===== config.mk =====
export PLATFORM = sky130hd
export DESIGN_NAME = instruction_fetch
export DESIGN_NICKNAME = d
export VERILOG_FILES = /design/src/rtl/instruction_fetch.sv
export SDC_FILE = /design/constraint.sdc
export NUM_CORES = 1
export LEC_CHECK = 0
export ABC_AREA = 1
export BUFFER_PORTS_ARGS = -buffer_cell sky130_fd_sc_hd__buf_2
export CORE_MARGIN = 8
export CORE_UTILIZATION = 50
export CTS_BUF_LIST = sky130_fd_sc_hd__clkbuf_8
export DETAILED_ROUTE_END_ITERATION = 10
export HOLD_SLACK_MARGIN = 0.03
export PLACE_DENSITY = 0.94
export SLEW_MARGIN = 30
export SYNTH_ARGS = -nofsm -noshare
export SYNTH_HDL_FRONTEND = slang
export SYNTH_SLANG_ARGS = --single-unit
export TNS_END_PERCENT = 5

===== constraint.sdc =====
create_clock -name clk -period 2.4 [get_ports clk]
set_input_delay 0.24 -clock clk [delete_from_list [all_inputs] [get_ports clk]]
set_output_delay 0.24 -clock clk [all_outputs]
set_load 0.05 [all_outputs]

===== src/rtl/instruction_fetch.sv =====
// Instruction fetch stage: owns the PC, issues one memory read per instruction,
// captures the registered read data and hands it to decode over valid/ready.
module instruction_fetch #(
  parameter int adressBusWidth   = 16,
  parameter int instructionWidth = 32,
  parameter logic [adressBusWidth-1:0] resetVector = 'h400
) (
  input  logic                        clk,
  input  logic                        clear,
  input  logic                        fetchEnable,
  input  logic                        branchTaken,
  input  logic [adressBusWidth-1:0]   branchTarget,
  input  logic                        instrReady,
  input  logic [instructionWidth-1:0] memDataIn,
  output logic [adressBusWidth-1:0]   memAddress,
  output logic                        memRead,
  output logic                        memWrite,
  output logic [instructionWidth-1:0] memWriteData,
  output logic [instructionWidth-1:0] instr,
  output logic [adressBusWidth-1:0]   instrPc,
  output logic                        instrValid
);

  typedef enum logic [1:0] {
    ST_FETCH = 2'd0,
    ST_WAIT  = 2'd1,
    ST_HOLD  = 2'd2
  } state_t;

  localparam logic [adressBusWidth-1:0] PC_STEP = {{(adressBusWidth-1){1'b0}}, 1'b1};

  state_t                      r_state;
  state_t                      w_next;
  logic [adressBusWidth-1:0]   r_pc;
  logic [instructionWidth-1:0] r_instr;
  logic [adressBusWidth-1:0]   r_instrPc;

  always_ff @(posedge clk) begin
    if (clear) r_state <= ST_FETCH;
    else       r_state <= w_next;
  end

  // A redirect abandons whatever is in flight or held and restarts fetching.
  always_comb begin
    w_next = r_state;
    unique case (r_state)
      ST_FETCH: if (fetchEnable) w_next = ST_WAIT;
      ST_WAIT:  w_next = ST_HOLD;
      ST_HOLD:  if (instrReady) w_next = ST_FETCH;
      default:  w_next = ST_FETCH;
    endcase
    if (branchTaken) w_next = ST_FETCH;
  end

  always_comb begin
    memRead    = (r_state == ST_FETCH) && fetchEnable && !clear;
    instrValid = (r_state == ST_HOLD);
  end

  always_ff @(posedge clk) begin
    if (clear) begin
      r_pc      <= resetVector;
      r_instr   <= '0;
      r_instrPc <= '0;
    end else if (branchTaken) begin
      r_pc <= branchTarget;
    end else if (r_state == ST_WAIT) begin
      r_instr   <= memDataIn;
      r_instrPc <= r_pc;
      r_pc      <= r_pc + PC_STEP;
    end
  end

  assign memAddress   = r_pc;
  assign memWrite     = 1'b0;
  assign memWriteData = '0;
  assign instr        = r_instr;
  assign instrPc      = r_instrPc;

endmodule

* Word-level counts from Yosys, hierarchy flattened *
Cells that the tools add are included.

word-level totals
  flip-flop bits (word level) = 66
  output and inout port bits = 99
  input port bits = 53
  logic and storage cells = 23

operators by class
  muxes and demuxes = 5
  add/subtract/negate cells = 1
  eq/ne operators = 4
  bitwise gates (word level) = 1
  reductions and logical operators = 8

operators by type and width
  cell                     number
  $mux W16                 2
  $add A16 B1 Y16 const B  1
  $pmux W2 S3              1
  $mux W2                  2
  $ne A2 B2 Y1 const B     2
  $reduce_and A2 Y1        2
  $eq A2 B1 Y1 const B     1
  $eq A2 B2 Y1 const B     1
  $logic_and A1 B1 Y1      2
  $logic_not A2 Y1         1
  $reduce_bool A2 Y1       1
  $reduce_or A2 Y1         1
  $logic_not A1 Y1         1
  $not A1 Y1               1

* Longest topological paths before layout *
  depth in word-level cells = 3
  depth in mapped cells = 10

* Worst setup path after synthesis *
Ideal clock, no wire load.

  path type = input to output
  start = input port clear
  end = output port memRead
  stages = 2
  arrival time = 1.481 ns
  slack = 0.679 ns
  buffers on the path = 1
  required time = 2.160 ns
  cell sequence = buf_2 nor3_1

on the way
  cells in the longest elaborated chain, start to end = 2

RTL lines
  what                 RTL line  RTL
  start: declaration   9         input logic clear,
  $logic_not A1 Y1     56        memRead = (r_state == ST_FETCH) && fetchEnable && !clear;
  $logic_and A1 B1 Y1  56
  end: declaration     16        output logic memRead,

Every way passes these cells.

* Final worst setup path *
  start = register r_pc[1], in the netlist memAddress[1]
  end = register r_pc[10], in the netlist memAddress[10]

on the way
  cells in the longest elaborated chain, start to end = 3

RTL lines
  what                      RTL line  RTL
  start: declaration        34        logic [adressBusWidth-1:0] r_pc;
  start signal: assignment  62        r_pc <= resetVector;
  start signal: assignment  66        r_pc <= branchTarget;
  start signal: assignment  70        r_pc <= r_pc + PC_STEP;
  $add A16 B1 Y16           70
  $mux W16                  67        end else if (r_state == ST_WAIT) begin
  $mux W16                  65        end else if (branchTaken) begin

Every way passes these cells. The select of a mux whose other input is x is not followed.
A chain may end at the register's enable or synchronous reset.

==> flow_summary.json <==
{
  "status": "complete, no violations",
  "cp_max_fo": 6,
  "routed-wl-met2_um": 3910,
  "pwr-share-comb_pct": 19.1,
  "antenna_found_initial": 0,
  "syn_avg_cell_area_um2": 7.08,
  "clockBufferDepth": 2,
  "drc": 0,
  "p_sw_share_pct": 32.6,
  "cts.sinks": 66,
  "synth.top_cells.by_area": "dfxtp_1, nor2_1, buf_4, nand2_1, o21ai_0",
  "grtUsageTotal_pct": 19.6,
  "worstHoldPathCells": 3,
  "r2r-start": "memAddress[1]",
  "boundaryPins": 152,
  "synth_edf_count": 0,
  "die_h_um": 95.0,
  "critPathKind": "reg -> reg",
  "clock-root-buffer": "clkbuf_8",
  "cp.required_ns": 2.62,
  "crit_cells": 7,
  "post-route-min-period_ns": 1.54,
  "cts.clk_slew.worst_paths_ns": 0.07,
  "cap_viol_max_count": 0,
  "wl_per_cell_um": 14.1,
  "worstReg2RegEnd": "memAddress[10]",
  "synth-async-reset-ratio_pct": 0,
  "netlist.area_leader.share_pct": 42.3,
  "drt_iter0_drc": 205,
  "report.final.hold_viol_count": 0,
  "place_congestion": 0.875,
  "rrSetupSlack_ns": 0.86,
  "ys_types": 31,
  "grt_max_degree": 50,
  "finalSetupViolations": 0,
  "numCtsBuffers": 9,
  "p_switching_w": 0.000860,
  "final_antenna_net_count": 0,
  "critPathTopFamily": "simple AND/OR/NAND/NOR gates",
  "wl_met1_um": 3410,
  "cts-htree-levels": 3,
  "postPlaceCellArea_mm2": 0.00360,
  "seq_power_share_pct": 44.8,
  "reg2regPathDepth": 7,
  "p_leak_nw": 2.03,
  "n_fill_cell": 544,
  "drive_gt1_share_pct": 28.9,
  "rsz0062_at_grt": "no",
  "core_mm2": 0.00599,
  "hold_class": "in -> reg",
  "worstPathCellList": "ha_1 > nand2_2 > nor2_4 > nand2_2 > nor2_2 > or2_1 > nand4_1",
  "clock_latency_ns": 0.34,
  "final_util_pct": 63.4,
  "grt-ovfl-total": 0,
  "slowest_stage": "dfxtp_1",
  "critPathLaunchType": "flop",
  "port_buffers": 118,
  "cellPowerDensity_mw_per_mm2": 693,
  "diodes": 0,
  "endpoint_kind": "flop",
  "vias_per_cell": 4.97,
  "rows": 28,
  "ys_top_cells_by_count": "nor2_1, nand2_1, dfxtp_1",
  "worst_path_most_repeated_cell": "nand2_2",
  "ys.warnings.count": 0,
  "wl_um": 8920,
  "synth_seq_cells": 66,
  "dr.pass1.iters": 5,
  "fin_crit_sh_pct": 64.0,
  "grt_pass1_vias": 2972,
  "final_cell_area_mm2": 0.00380,
  "cts_resized": 0,
  "drv_slew": 0,
  "cts_tree": "built",
  "dr_total_vias": 3146,
  "initial_core_util_pct": 52.1,
  "cp_slowest_stage_delay_ns": 0.48,
  "holdPathEnd": "instr[16]",
  "cts_setup_buffers": 0,
  "yosysMostFrequentCell": "nor2_1",
  "synthFlopType": "dfxtp_1",
  "crit_arrival_ns": 1.75,
  "netlist_instances": 441,
  "dieWidth_um": 95.0,
  "peakVddDrop_mv": 0.456,
  "dp_hpwl_um": 6530,
  "yosysTopAreaCell": "dfxtp_1",
  "topRoutingLayerUsed": "met4",
  "p_clk_share_pct": 36.1,
  "internal_power_w": 0.00177,
  "crit_buf_inv": 0,
  "max_freq_mhz": 651,
  "dr_wl_met3_um": 1390,
  "place_inst": 617,
  "post_layout_nonfiller_instances": 633,
  "fp.dieArea_mm2": 0.00903,
  "fin_hold_ws_ns": 0.120,
  "setup_tns_ns": 0,
  "netlist_area_mm2": 0.00312,
  "grt_pass1_wl_um": 14000,
  "ys_seq_area_share_pct": 42.3,
  "postCtsHoldBufs": 0,
  "fin_nets": 607,
  "syn_to_final_growth_pct": 21.7,
  "hold_path_startpoint": "memDataIn[16]",
  "skew_ns": 0.00398
}
sequential cells by signal, indices dropped and copies added (netlist names):
register / count
memAddress: 16
instrPc: 16
instr: 32
r_state: 2
power groups by stage:
stage	clock network, W	logic (W)	registers (W)
floorplan	0	0.000277	0.00135
global placement	0	0.000494	0.00120
detailed placement	0	0.000501	0.00120
CTS	0.000973	0.000502	0.00118
global route	0.00103	0.000535	0.00118
finish	0.000951	0.000504	0.00118
cell usage in the layout, fill, tap and decap left out, drive strengths merged:
| master | netlist | routed |
|---|---|---|
| and2 | 1 | 1 |
| clkinv | 1 | 4 |
| conb | 1 | 33 |
| nor3 | 1 | 1 |
| o211a | 1 | 1 |
| clkinvlp | 0 | 1 |
| a22oi | 1 | 1 |
| bufinv | 0 | 1 |
| nand2 | 74 | 74 |
| ha | 1 | 1 |
| nand3 | 19 | 19 |
| nand4 | 6 | 6 |
| xor2 | 1 | 1 |
| o21a | 4 | 4 |
| buf | 47 | 122 |
| dfxtp | 66 | 66 |
| inv | 38 | 38 |
| or2 | 1 | 1 |
| a21oi | 13 | 13 |
| a211oi | 1 | 1 |
| clkbuf | 6 | 11 |
| o21ai | 48 | 48 |
| nor4 | 1 | 1 |
| a31oi | 4 | 4 |
| nor2 | 105 | 105 |
tightest hold or removal path: stages:
cell and delay, ns:
buf_2 0.07, nor2_1 0.03, nor2_1 0.08
per-stage QoR:
step	worst slack [ns]	power, W
floorplan	0.679	0.00162
global placement	0.728	0.00169
detailed placement	0.668	0.00170
CTS	0.878	0.00265
global route	0.716	0.00275
finish	0.863	0.00263
layer usage:
layer / track usage (%) / vias to the layer above
met1: 21.9 / 1396
met4: 8.84 / 0
met5: 0 / -
met2: 30.6 / 177
li1: - / 1553
met3: 10.1 / 20
cell type report:
class | instances | area [µm²] | share of cell area [%]
Sequential cell | 66 | 1320 | 34.8
Inverter | 39 | 146 | 3.85
Multi-Input combinational cell | 315 | 1410 | 37.2
Tap cell | 75 | 93.8 | 2.47
Clock inverter | 5 | 52.6 | 1.38
Timing Repair Buffer | 122 | 621 | 16.3
Clock buffer | 11 | 151 | 3.98
worst max path at each step:
stage             startpoint        endpoint  slack [ns]
2_1_floorplan          clear         memRead        0.68
3_3_place_gp     branchTaken      instrPc[1]        0.73
3_5_place_dp     branchTaken       instr[13]        0.67
4_1_cts           r_state[1]       instr[13]        0.88
5_1_grt           r_state[0]      instrPc[9]        0.72
6_report       memAddress[1]  memAddress[10]        0.86
kinds of logic after synthesis:
| kind of cell | count (synthesis) | share of synthesized area [%] |
|---|---|---|
| and+or+nand+nor | 208 | 28.3 |
| buffers and inverters | 92 | 16.3 |
| AOI/OAI and AO/OA | 72 | 12.3 |
| DFF | 66 | 42.3 |
| xor gates and xnor gates | 1 | 0.280 |
| adders and majority gates | 1 | 0.401 |
| other | 1 | 0.120 |
No activity file was read; power rests on OpenSTA's default activity.
